File: config.mk
export PLATFORM = sky130hd
export DESIGN_NAME = regfile_arbiter_flat
export DESIGN_NICKNAME = d
export VERILOG_FILES = /design/src/rtl/regfile_arbiter_if.sv /design/src/rtl/regfile_arbiter.sv /design/src/flat_wrapper.sv
export SDC_FILE = /design/constraint.sdc
export NUM_CORES = 1
export LEC_CHECK = 0
export ABC_CLOCK_PERIOD_IN_PS = 3500
export CAP_MARGIN = 40
export CORE_MARGIN = 4
export CORE_UTILIZATION = 40
export CTS_CLUSTER_DIAMETER = 100
export CTS_CLUSTER_SIZE = 30
export DETAILED_ROUTE_END_ITERATION = 12
export GPL_TIMING_DRIVEN = 0
export PLACE_DENSITY_LB_ADDON = 0.3
export SLEW_MARGIN = 20
export SYNTH_ARGS = -nofsm -noshare
export SYNTH_HDL_FRONTEND = slang
export SYNTH_SLANG_ARGS = --single-unit
File: constraint.sdc
create_clock -name clk -period 3.5 [get_ports clk]
set_clock_uncertainty 0.05 [all_clocks]
set_input_delay 1.05 -clock clk [delete_from_list [all_inputs] [get_ports clk]]
set_output_delay 1.05 -clock clk [all_outputs]
set_load 0.01 [all_outputs]
File: src/rtl/regfile_arbiter_if.sv
// Requester and regfile-side signal bundle for regfile_arbiter.
// slave:   the arbiter's view.
// master:  the requesters' view.
// regfile: the register file's view (write port plus combinational read port).
interface regfile_arbiter_if #(
    parameter int DW = 16,
    parameter int AW = 3
);
    logic          req0;
    logic          req1;
    logic          we0;
    logic          we1;
    logic [AW-1:0] num0;
    logic [AW-1:0] num1;
    logic [DW-1:0] wdata0;
    logic [DW-1:0] wdata1;
    logic          ack0;
    logic          ack1;
    logic [DW-1:0] rdata0;
    logic [DW-1:0] rdata1;
    logic          rf_write;
    logic [AW-1:0] rf_writenum;
    logic [AW-1:0] rf_readnum;
    logic [DW-1:0] rf_data_in;
    logic [DW-1:0] rf_data_out;
    logic          busy;

    modport slave (
        input  req0, req1, we0, we1, num0, num1, wdata0, wdata1, rf_data_out,
        output ack0, ack1, rdata0, rdata1, rf_write, rf_writenum, rf_readnum,
               rf_data_in, busy
    );

    modport master (
        output req0, req1, we0, we1, num0, num1, wdata0, wdata1,
        input  ack0, ack1, rdata0, rdata1, busy
    );

    modport regfile (
        input  rf_write, rf_writenum, rf_readnum, rf_data_in,
        output rf_data_out
    );
endinterface

File: src/rtl/regfile_arbiter.sv
// regfile_arbiter: shares one 8x16 register file between two requesters.
// Each transaction walks IDLE -> XFER -> ACK (3 cycles); the regfile is driven
// only during XFER and the winner gets a one-cycle ack in ACK.
// Optional macro RF_ARB_FIXED_PRIO_EN: port 0 always wins a tie (default is
// round-robin on the last grant).
module regfile_arbiter #(
    parameter int DW = 16,
    parameter int AW = 3
) (
    input  logic                clk,
    input  logic                reset,
    regfile_arbiter_if.slave    bus
);

    typedef enum logic [1:0] {
        IDLE = 2'd0,
        XFER = 2'd1,
        ACK  = 2'd2
    } state_t;

    state_t        state_q, state_d;
    logic          last_grant_q, last_grant_d;
    logic          owner_q, owner_d;
    logic          we_q, we_d;
    logic [AW-1:0] num_q, num_d;
    logic [DW-1:0] wdata_q, wdata_d;
    logic          ack0_q, ack0_d;
    logic          ack1_q, ack1_d;
    logic [DW-1:0] rdata0_q, rdata0_d;
    logic [DW-1:0] rdata1_q, rdata1_d;
    logic          rf_write_q, rf_write_d;
    logic          winner;

    // Pick the port that wins this IDLE cycle (only meaningful when a req is high).
    always_comb begin
        winner = 1'b0;
        if (bus.req0 && bus.req1) begin
`ifdef RF_ARB_FIXED_PRIO_EN
            winner = 1'b0;
`else
            winner = ~last_grant_q;
`endif
        end else if (bus.req1) begin
            winner = 1'b1;
        end
    end

    // Next-state and next-output computation for the transaction FSM.
    always_comb begin
        state_d      = state_q;
        last_grant_d = last_grant_q;
        owner_d      = owner_q;
        we_d         = we_q;
        num_d        = num_q;
        wdata_d      = wdata_q;
        rdata0_d     = rdata0_q;
        rdata1_d     = rdata1_q;
        ack0_d       = 1'b0;
        ack1_d       = 1'b0;
        rf_write_d   = 1'b0;
        case (state_q)
            IDLE: begin
                if (bus.req0 || bus.req1) begin
                    state_d      = XFER;
                    last_grant_d = winner;
                    owner_d      = winner;
                    we_d         = winner ? bus.we1    : bus.we0;
                    num_d        = winner ? bus.num1   : bus.num0;
                    wdata_d      = winner ? bus.wdata1 : bus.wdata0;
                    rf_write_d   = winner ? bus.we1    : bus.we0;
                end
            end
            XFER: begin
                state_d = ACK;
                if (!we_q) begin
                    if (owner_q) rdata1_d = bus.rf_data_out;
                    else         rdata0_d = bus.rf_data_out;
                end
                if (owner_q) ack1_d = 1'b1;
                else         ack0_d = 1'b1;
            end
            ACK: begin
                state_d = IDLE;
            end
            default: begin
                state_d = IDLE;
            end
        endcase
    end

    // State and registered outputs; reset does not gate rf_write already
    // presented in XFER, so a write in flight still commits.
    always_ff @(posedge clk) begin
        if (reset) begin
            state_q      <= IDLE;
            last_grant_q <= 1'b1;
            owner_q      <= 1'b0;
            we_q         <= 1'b0;
            num_q        <= '0;
            wdata_q      <= '0;
            ack0_q       <= 1'b0;
            ack1_q       <= 1'b0;
            rdata0_q     <= '0;
            rdata1_q     <= '0;
            rf_write_q   <= 1'b0;
        end else begin
            state_q      <= state_d;
            last_grant_q <= last_grant_d;
            owner_q      <= owner_d;
            we_q         <= we_d;
            num_q        <= num_d;
            wdata_q      <= wdata_d;
            ack0_q       <= ack0_d;
            ack1_q       <= ack1_d;
            rdata0_q     <= rdata0_d;
            rdata1_q     <= rdata1_d;
            rf_write_q   <= rf_write_d;
        end
    end

    assign bus.ack0        = ack0_q;
    assign bus.ack1        = ack1_q;
    assign bus.rdata0      = rdata0_q;
    assign bus.rdata1      = rdata1_q;
    assign bus.rf_write    = rf_write_q;
    assign bus.rf_writenum = num_q;
    assign bus.rf_readnum  = num_q;
    assign bus.rf_data_in  = wdata_q;
    assign bus.busy        = (state_q != IDLE);

endmodule
File: src/flat_wrapper.sv
// flat-port wrapper written by rule: the top's interface ports become plain ports
module regfile_arbiter_flat 
#(
    parameter int DW = 16,
    parameter int AW = 3
)
  (clk, reset, bus_req0, bus_req1, bus_we0, bus_we1, bus_num0, bus_num1, bus_wdata0, bus_wdata1, bus_rf_data_out, bus_ack0, bus_ack1, bus_rdata0, bus_rdata1, bus_rf_write, bus_rf_writenum, bus_rf_readnum, bus_rf_data_in, bus_busy);
  regfile_arbiter_if #(.DW(DW), .AW(AW)) bus_i ();
  input  logic clk;
  input  logic reset;
  input wire logic [$bits(bus_i.req0)-1:0] bus_req0;
  input wire logic [$bits(bus_i.req1)-1:0] bus_req1;
  input wire logic [$bits(bus_i.we0)-1:0] bus_we0;
  input wire logic [$bits(bus_i.we1)-1:0] bus_we1;
  input wire logic [$bits(bus_i.num0)-1:0] bus_num0;
  input wire logic [$bits(bus_i.num1)-1:0] bus_num1;
  input wire logic [$bits(bus_i.wdata0)-1:0] bus_wdata0;
  input wire logic [$bits(bus_i.wdata1)-1:0] bus_wdata1;
  input wire logic [$bits(bus_i.rf_data_out)-1:0] bus_rf_data_out;
  output wire logic [$bits(bus_i.ack0)-1:0] bus_ack0;
  output wire logic [$bits(bus_i.ack1)-1:0] bus_ack1;
  output wire logic [$bits(bus_i.rdata0)-1:0] bus_rdata0;
  output wire logic [$bits(bus_i.rdata1)-1:0] bus_rdata1;
  output wire logic [$bits(bus_i.rf_write)-1:0] bus_rf_write;
  output wire logic [$bits(bus_i.rf_writenum)-1:0] bus_rf_writenum;
  output wire logic [$bits(bus_i.rf_readnum)-1:0] bus_rf_readnum;
  output wire logic [$bits(bus_i.rf_data_in)-1:0] bus_rf_data_in;
  output wire logic [$bits(bus_i.busy)-1:0] bus_busy;
  assign bus_i.req0 = bus_req0;
  assign bus_i.req1 = bus_req1;
  assign bus_i.we0 = bus_we0;
  assign bus_i.we1 = bus_we1;
  assign bus_i.num0 = bus_num0;
  assign bus_i.num1 = bus_num1;
  assign bus_i.wdata0 = bus_wdata0;
  assign bus_i.wdata1 = bus_wdata1;
  assign bus_i.rf_data_out = bus_rf_data_out;
  assign bus_ack0 = bus_i.ack0;
  assign bus_ack1 = bus_i.ack1;
  assign bus_rdata0 = bus_i.rdata0;
  assign bus_rdata1 = bus_i.rdata1;
  assign bus_rf_write = bus_i.rf_write;
  assign bus_rf_writenum = bus_i.rf_writenum;
  assign bus_rf_readnum = bus_i.rf_readnum;
  assign bus_rf_data_in = bus_i.rf_data_in;
  assign bus_busy = bus_i.busy;
  regfile_arbiter #(.DW(DW), .AW(AW)) u_core (.clk(clk), .reset(reset), .bus(bus_i));
endmodule
# After elaboration in Yosys (flattened, before gate mapping)
# Index checks and enable logic that the tools add are counted.
# totals
reg_bits	59
wordCells	37
# op_classes
n_eq_ne	2
reduce_logical	9
bitwise	6
mux	9
# ops
operator	count
16-bit 2-to-1 mux	1
1-bit NOT	6
3-bit AND reduction	2
1-bit 2-to-1 mux	5
2-bit one-hot mux with 2 select lines	1
3-bit 2-to-1 mux	1
3-bit OR reduction	1
2-bit by 1-bit equality test with 1-bit output, second input constant	1
2-bit logical NOT	1
2-bit 2-to-1 mux	1
2-bit by 1-bit inequality test with 1-bit output, second input constant	1
2-bit AND reduction	1
2-bit nonzero test	1
2-bit OR reduction	1
1-bit logical AND	1
1-bit logical OR	1

# Longest topological paths before layout
# logic_depth
depth_word	3
depth_mapped	5
depth_no_buf	4

# Worst setup path after synthesis
# Ideal clock, no wire load.
# synth_timing
kind	in2reg
start	in bus_req1
end	reg u_core.wdata_q[10], in the netlist u_core.bus.rf_data_in[10]
setup_ns	0.091
arrival_time_ns	1.822
cell_stages	4
path_slack_ns	1.537
path_cell_list	a21boi_0 clkbuf_1 nand2_1 a311oi_1
# synth_between
elab_chain_cells	3
word_cells_on_any_way	6
cone_classes	3 x mux; 3 x reduce/logical
# synth_rtl
element	line	rtl
start, declared	flat_wrapper.sv:12	input wire logic [$bits(bus_i.req1)-1:0] bus_req1;
1-bit 2-to-1 mux / 1-bit logical AND (equally long branches)	regfile_arbiter.sv:43, regfile_arbiter.sv:37	
1-bit 2-to-1 mux	regfile_arbiter.sv:37	if (bus.req0 && bus.req1) begin
16-bit 2-to-1 mux	regfile_arbiter.sv:69	wdata_d = winner ? bus.wdata1 : bus.wdata0;
end signal, assigned	regfile_arbiter.sv:112	wdata_q <= wdata_d;
end, declared	regfile_arbiter.sv:26	logic [DW-1:0] wdata_q, wdata_d;
# Parallel ways exist; a longest one is shown, timed or not.
# A chain may end at the register's enable or synchronous reset.

# Worst setup path after layout
# layout_timing
start	reg u_core.state_q[1]
end	out bus_busy
# layout_between
elab_chain_cells	1
# layout_rtl
element	line	rtl
start, declared	regfile_arbiter.sv:21	state_t state_q, state_d;
start signal, assigned	regfile_arbiter.sv:107	state_q <= state_d;
2-bit nonzero test	regfile_arbiter.sv:129	assign bus.busy = (state_q != IDLE);
end, declared	flat_wrapper.sv:28	output wire logic [$bits(bus_i.busy)-1:0] bus_busy;
# No other way between the ends.

==> reports/results.ini <==
[clocking]
htreeDepth = 3
cts_hold_buffers = 0
clkTransAtPathRegs_ns = 0.07
cts_tree = yes
worstSkewPairLatency_ns = 0.33
cts_resized = 0
cts_setup_buffers = 0
cts_buffer_depth = 2
numCtsBuffers = 9
cts-root-buf = clkbuf_8
cts_sinks = 59

[finish]
n_antenna_cell = 0
fin_area_mm2 = 0.00375
fin_nets = 471
synthToLayoutAreaGrowth_pct = 63.4
layout.cells.non_filler = 488
drive_above_1_share = 0.0769

[global_routing]
grt_pass1_wl_um = 10900
grt.total_usage = 0.192
overflow = 0
grt_pass1_vias = 2374
antenna_found_initial = 0
grt_max_degree = 11

[logic_synthesis]
synth_xor_area_frac = 0
yosys.area.top_type = dfxtp_1
yosysSeqAreaShare = 0.514
syn_area_mm2 = 0.00230
synth-simple-area-share = 0.219
synthAdderAreaFrac = 0
synth-compound-area-share = 0.203
synth_area_leaders = dfxtp_1 51%, nand2_1 17%, a21oi_1 12%
syn_inst = 283
synth_edf_count = 0
syn_avg_cell_area_um2 = 8.11
synthMuxAreaShare = 0.00436
synth_top_family_by_area = simple AND/OR/NAND/NOR gates
syn_nets = 343
synth_top_area_frac = 0.514
synth_cell_type_count = 27
synthArstFlopShare = 0
ys_warn_count = 0
ys_ff_latch = 59
synth_ff_type = dfxtp_1

[power_and_ir_drop]
sw_frac_of_total = 0.261
comb_power_share = 0.204
pwr-share-seq = 0.439
power_mw = 1.70
power.density_mw_per_mm2 = 454
internal_power_mw = 1.26
p_sw_mw = 0.444
peakVddDrop_v = 0.000232
pwr-share-clk = 0.356
power.leakage_nw = 1.37

[sta]
setup_violations = 0
timing.final.max_slew_violations = 0
fmax_mhz = 362
fin_setup_tns_ns = 0
period_minus_slack_ns = 2.76
final_hold_viol_count = 0
worst_pin_slew_ns = 0.512
rsz0062_at_grt = no
finalCritPeriodShare = 0.789
slew_headroom = 0.659

[detailed_routing]
vias_per_cell = 4.90
ant_nets = 0
wl_um = 6630
vias = 2391
dr.pass1.iters = 4
drt-initial-drc-count = 56
drc = 0
drt-wirelength-per-cell_um = 13.6

[die]
die_w_um = 83.8
row_count = 27
die_area_mm2 = 0.00702
num_io_pins = 118
start_util = 0.414
core_area_mm2 = 0.00554
die_h_um = 83.8

[critical_path]
end_kind = primary output
critPathArrivalTime_ns = 1.66
critPathLaunchType = register
cp_max_fo = 6
cp.required_ns = 2.40
path_class = reg2out

[place]
dp_hpwl_um = 5030
gp_congestion = 0.753
placed_cells = 472
port_buffers = 117
dpl_cell_area_mm2 = 0.00356

[job]
cap_violations = 0

[run_status]
status = complete, no violations

[hold_path]
hp-class = reg2reg

-- area by class of cell --
cell class                 instances  area [um2]
fill                             495        1790
sequential                        59        1180
timing repair buffer             117        1170
multi-input combinational        197         978
clock buffer                      11         141
buffer                            26         133
tap                               72        90.1
clock inverter                     5        52.6
inverter                           1        3.75
-- cells in the mapped netlist, drive strengths merged, types with 2 or more instances --
master	instances
clkbuf	11
nor3	2
a311oi	19
o21ai	2
buf	15
nand2	103
dfxtp	59
a21oi	53
nor2	5
-- critical path, stage by stage, from the launching register on --
cell,delay [ns]
dfxtp_1,0.37
nor2_1,0.30
inv_1,0.14
clkdlybuf4s50_1,0.52
-- routing by layer --
layer | share of wire | vias up | track usage | wire [um]
met4 | 0.021 | 0 | 0.0833 | 138
met2 | 0.46 | 100 | 0.319 | 3040
met5 | 0 | - | 0 | 0
met3 | 0.10 | 15 | 0.0780 | 679
met1 | 0.42 | 1061 | 0.216 | 2770
li1 | - | 1215 | - | -
-- cells in the final DEF (no fill, tap or decap), types with 2 or more instances in the layout --
master and instances:
clkbuf_8 10, o21ai_0 2, dfxtp_1 59, clkbuf_1 11
nor3_1 2, a311oi_1 19, clkinv_2 3, buf_2 9
nor2_1 5, clkdlybuf4s50_1 117, buf_4 4, a21oi_1 53
nand2_1 103
-- power groups by stage --
stage / Clock, mW / Sequential [mW] / Combinational [mW]
floorplan: 0 / 0.779 / 0.133
global placement: 0 / 0.760 / 0.347
detailed placement: 0 / 0.762 / 0.350
CTS: 0.618 / 0.748 / 0.351
global route: 0.649 / 0.754 / 0.379
finish: 0.607 / 0.748 / 0.347
-- path summary, 6_finish.rpt --
kind | startpoint | endpoint | slack [ns] | cells past startpoint
max | u_core.state_q[1]$_SDFFE_PP0P_ | bus_busy | 0.74 | 3
min | u_core.bus.rdata0[4]$_SDFFE_PP0P_ | u_core.bus.rdata0[4]$_SDFFE_PP0P_ | 0.40 | 2
max reg2reg | u_core.we_q$_SDFFE_PP0P_ | u_core.bus.rdata1[13]$_SDFFE_PP0P_ | 1.94 | 5
min reg2reg | u_core.bus.rdata0[4]$_SDFFE_PP0P_ | u_core.bus.rdata0[4]$_SDFFE_PP0P_ | 0.40 | 2
-- flip-flops by register name, summed over array words and instances, names as in the netlist --
signal and cells:
u_core.bus.rf_data_in 16, u_core.bus.rf_readnum 3, u_core.state_q 2, u_core.bus.rf_write 1, u_core.we_q 1, u_core.bus.ack1 1, u_core.bus.rdata1 16, u_core.bus.ack0 1
u_core.last_grant_q 1, u_core.owner_q 1, u_core.bus.rdata0 16
-- metrics by stage --
| stage | setup slack (ns) | utilization | hold WS, ns |
|---|---|---|---|
| 2_1_floorplan | 1.54 | - | 0.429 |
| 3_3_place_gp | 0.763 | 0.642 | 0.391 |
| 3_5_place_dp | 0.740 | 0.642 | 0.397 |
| 4_1_cts | 0.717 | 0.677 | 0.406 |
| 5_1_grt | 0.660 | 0.677 | 0.419 |
| 6_report | 0.739 | 0.677 | 0.404 |
-- logic make-up after synthesis --
family                 Yosys count
buffers and inverters           27
flip-flops                      59
multiplexers                     1
AO/OA/AOI/OAI                   77
AND/OR/NAND/NOR                119
No activity file was read; power rests on OpenSTA's default activity.
